$ cat src/rtl/add_check_pkg.sv
// Shared definitions for the add result checker.
//   state_e : checker FSM states
//   entry_t : one shift-line slot {valid, expected sum, vector index}
//   LATENCY_MIN/LATENCY_MAX : legal range of the DUT latency parameter
//   ENTRY_MAX_W : storage width of the expected/index fields; the top
//                 zero-extends its WIDTH/CNT_W values into these fields
package add_check_pkg;

  localparam int LATENCY_MIN = 1;
  localparam int LATENCY_MAX = 8;
  localparam int ENTRY_MAX_W = 32;

  typedef enum logic [1:0] {
    ST_IDLE,
    ST_RUN,
    ST_DRAIN,
    ST_DONE
  } state_e;

  typedef struct packed {
    logic                   valid;
    logic [ENTRY_MAX_W-1:0] expected;
    logic [ENTRY_MAX_W-1:0] index;
  } entry_t;

endpackage

$ cat src/rtl/add_check_delay.sv
// STAGES-deep shift line of checker entries.
//   clock, reset : rising-edge clock, synchronous active-high reset
//   clear        : synchronous clear of all valid bits
//   din          : entry pushed every cycle (bubble when din.valid=0)
//   dout         : entry that entered STAGES cycles earlier
//   any_valid    : some stage currently holds a valid entry
// Only the valid bits are reset/cleared; payload bits are don't-care
// whenever their valid bit is low.
module add_check_delay
  import add_check_pkg::*;
#(
  parameter int STAGES = 1
) (
  input  logic   clock,
  input  logic   reset,
  input  logic   clear,
  input  entry_t din,
  output entry_t dout,
  output logic   any_valid
);

  entry_t line_q [STAGES];
  entry_t line_d [STAGES];

  always_comb begin
    line_d[0] = din;
    for (int i = 1; i < STAGES; i++) begin
      line_d[i] = line_q[i-1];
    end
    if (clear) begin
      for (int i = 0; i < STAGES; i++) begin
        line_d[i].valid = 1'b0;
      end
    end
  end

  always_comb begin
    any_valid = 1'b0;
    for (int i = 0; i < STAGES; i++) begin
      any_valid = any_valid | line_q[i].valid;
    end
  end

  assign dout = line_q[STAGES-1];

  always_ff @(posedge clock) begin
    if (reset) begin
      for (int i = 0; i < STAGES; i++) begin
        line_q[i].valid <= 1'b0;
      end
    end else begin
      line_q <= line_d;
    end
  end

endmodule

$ cat config.mk
export PLATFORM = sky130hd
export DESIGN_NAME = add_check_delay
export DESIGN_NICKNAME = d
export VERILOG_FILES = /design/src/rtl/add_check_pkg.sv /design/src/rtl/add_check_delay.sv
export SDC_FILE = /design/constraint.sdc
export NUM_CORES = 1
export LEC_CHECK = 0
export ABC_CLOCK_PERIOD_IN_PS = 2470
export BUFFER_PORTS_ARGS = -buffer_cell sky130_fd_sc_hd__buf_4
export CORE_AREA = 2 2 74 76
export DETAILED_ROUTE_END_ITERATION = 8
export DIE_AREA = 0 0 76 78
export GPL_TIMING_DRIVEN = 0
export PLACE_DENSITY = 0.78
export SLEW_MARGIN = 0
export SYNTH_ARGS = -nofsm -noshare
export SYNTH_HDL_FRONTEND = slang
export SYNTH_SLANG_ARGS = --single-unit
export TNS_END_PERCENT = 100
$ cat constraint.sdc
create_clock -name clock -period 2.47 [get_ports clock]
set_input_delay 0.3705 -clock clock [delete_from_list [all_inputs] [get_ports clock]]
set_output_delay 0.3705 -clock clock [all_outputs]
set_load 0.02 [all_outputs]
# After elaboration in Yosys (flattened, before gate mapping)
# Index checks and enable logic that the tools add are counted.
[totals]
register_bits = 65
inputBits = 68
out_inout_bits = 66
wordCells = 4
[classes]
n_reduce_logical = 1
[ops]
columns = ["op", "n"]
rows = [
  ["$reduce_or 2->1", 1],
]

# Longest topological paths before layout
[depth]
ltp_word = 1
ltp_mapped = 1
mapped_depth_nobuf = 1

# Least setup slack after synthesis
# Ideal clock, no wire load.
[synth_timing]
path_kind = "input to register"
from = "input port reset"
to = "register line_q (netlist bit dout[0]), enable pin"
arrival_time_ns = 1.613
required_time_ns = 2.052
setup_slack_ns = 0.439
stages = 1
path_cell_list = "inv_1"
[synth_lines]
columns = ["element", "line_no", "text"]
rows = [
  ["start: declaration", "add_check_delay.sv:15", "input logic reset,"],
  ["end signal: assignment", "add_check_delay.sv:52", "line_q <= line_d;"],
  ["end: declaration", "add_check_delay.sv:22", "entry_t line_q [STAGES];"],
]
# No word-level cell between the ends.

# Final worst setup path
[layout_timing]
from = "register line_q (netlist bit any_valid)"
to = "output port dout[64] (netlist bit)"
[layout_lines]
columns = ["element", "line_no", "text"]
rows = [
  ["end: declaration", "add_check_delay.sv:18", "output entry_t dout,"],
]
# No word-level cell between the ends.

==> results.md <==
* Type of the worst min-delay path: in2reg
* Most frequent cells in the layout: buf_4, edfxtp_1, clkbuf_8
* Clock transition at path regs at 60 ps
* Ordered cell list for the critical path: buf_4 > buf_4
* Worst setup path category: reg2out
* Area post-placement at 3070 µm²
* Worst Hold Path EP: any_valid
* DRT antenna net count at 0
* Via count of the first global-routing pass at between 1000 and 1500
* Maximum fanout count along the critical path at 2
* Via count at 1236
* Gpl congestion at 0.657
* CP Data Required Time at 2100 ps
* Number of antenna violations at the first check in global routing at 0
* Proportion of layout cells with a drive suffix above 1 at 69.3%
* Setup bufs post-CTS at 0
* Total nets after synthesis at 136
* Final Hold Fails at 0
* Ratio of total power to cell area at 784 nW/µm²
* Most repeated library cell on the critical path: buf_4
* CTS tree: built
* Fmax at ~0.78 GHz
* Count of final max-slew check failures at 0
* Slew at the pin closest to its max-slew limit at 668 ps
* Average wire per standard cell at 15.0 µm
* Max transition margin at 55.4%
* Count of state elements after synthesis at between 60 and 70
* Post-CTS Hold Buffers at 0
* Cell chosen for the clock root: clkbuf_8
* Number of rows created at floorplan at 26
* Final core area utilization at between 60% and 70%
* Leak Pwr at 1.40 nW
* Period Utilization, post-route at 51.9%
* Gates resized, CTS repair at 0
* Source of the worst hold timing path: clear
* Synth Warn # at 0
* Worst Setup End Kind: output pin
* TritonCTS Sinks at 65
* First-pass DRT Iterations at 4
* Total global routing track utilization at 15.0%
* Total Power at 0.00257 W
* WP data arrival at 910 ps
* Maximum capacitance violations at 0
* Post-route cell area at 3270 µm²
* Detail-routed via count per cell at about 4.3
* Cell depth of the worst hold path at 2
* Status: completed
* Critical Path Slowest Stage Cell: dfxtp_1
* RSZ-0062 raised after global routing: false
* Total detailed-routing wirelength at 4310 µm
* Final setup violation count at 0
* Diodes inserted at 0
* Highest ir drop seen on vdd at ~0.5 mV
* Mean instance size in the synthesized netlist at 28.9 µm²
* Number of clock buffers inserted by TritonCTS at 9
* Die X at 76 µm
* Setup crit start kind: register
* Fraction of the yosys area taken by sequential cells at 98.8%
* First-iteration detailed-routing DRC count at 37
* Final worst path period need at 1280 ps
* Overall die area at 5930 µm²
* Mapped cell area at roughly 2000 µm²
* Unique cell type count in the Yosys netlist at 5
* GRT overflow at 0
* Initial standard-cell utilization of the core at about two fifths
* Syn Inst Count at slightly below 70
* Remaining routing DRC violations at 0
* I/O pin count at 134
* Slowest cell delay on critical path at 320 ps
* Global-route wire length before repair at 6390 µm
* Overall die height at between 70 and 80 µm
* Final total negative setup slack at 0 ps
* Total number of nets in the final design at 281
* Port Buffers at approximately 130
* Commonest non-fill, non-tap cell in the layout: buf_4
* Number of fill cells at 349
* Number of H-tree branching levels at 3
* Core Footprint at 5040 µm²
* P&R area growth vs syn at 66.4%
* Max clock buf depth at 2
* Maximum number of pins on one net before global-route repair at 34
## registers in the layout (all words and copies together), names as in the netlist
signal     flops
dout          64
any_valid      1
## how the worst max path moves through the flow
stage / end / slack, ps / depth (start not counted) / start
CTS: dout[64] / 1170 / 2 / any_valid
floorplan: dout[0] / 440 / 1 / reset
detailed placement: dout[22] / 870 / 3 / reset
finish: dout[64] / 1190 / 2 / any_valid
global placement: dout[28] / -40 / 2 / reset
global route: dout[64] / 1150 / 2 / any_valid
## logic make-up (layout without fill, tap and decap cells)
family | Yosys count | count (layout) | synth area share (%)
flops | 65 | 65 | 98.8
simple gates | 1 | 1 | 0.636
buf+inv | 2 | 152 | 0.573
## metrics by stage
| step | hold slack [ps] | std cells | setup slack (ps) |
|---|---|---|---|
| 3_5_place_dp | 535 | 272 | 872 |
| 4_1_cts | 172 | 288 | 1170 |
| 2_1_floorplan | 439 | 68 | 439 |
| 3_3_place_gp | 532 | 271 | -40.5 |
| 5_1_grt | 174 | 288 | 1150 |
| 6_report | 191 | 288 | 1190 |
## cells in the mapped netlist
| cell type | n | share of area, % |
|---|---|---|
| inv_1 | 1 | 0.19 |
| nor3b_2 | 1 | 0.64 |
| dfxtp_1 | 1 | 1.0 |
| buf_4 | 1 | 0.38 |
| edfxtp_1 | 64 | 98 |
## final cells by class
cell class | instances | area [µm²] | area share [%]
Buffer | 1 | 7.51 | 0.230
Clock buffer | 13 | 159 | 4.86
Clock inverter | 3 | 40.0 | 1.22
Inverter | 1 | 3.75 | 0.115
Multi-Input combinational cell | 1 | 12.5 | 0.383
Sequential cell | 65 | 1940 | 59.4
Tap cell | 70 | 87.6 | 2.68
Timing Repair Buffer | 134 | 1020 | 31.1
## critical path, delay by kind of cell (launching register included)
kind,cells,cell delay [ps]
DFF,1,320
buffers and inverters,2,260
## routing by layer
metal	track usage, %	routed length (µm)	up-vias	share of wire (%)
met1	14.1	1410	581	33
li1	-	-	562	-
met2	24.2	2190	85	51
met3	11.3	659	8	15
met5	0	0	-	0
met4	7.09	63	0	1.5
## report_power, final
part | switching [W] | total (W) | leakage (nW) | internal, W
Sequential | 0.0000224 | 0.00133 | 0.635 | 0.00131
Combinational | 0.000176 | 0.000346 | 0.662 | 0.000171
Clock | 0.000370 | 0.000889 | 0.103 | 0.000519
Total | 0.000568 | 0.00257 | 1.40 | 0.00200
Note: power is estimated with default switching activity, not from simulation.
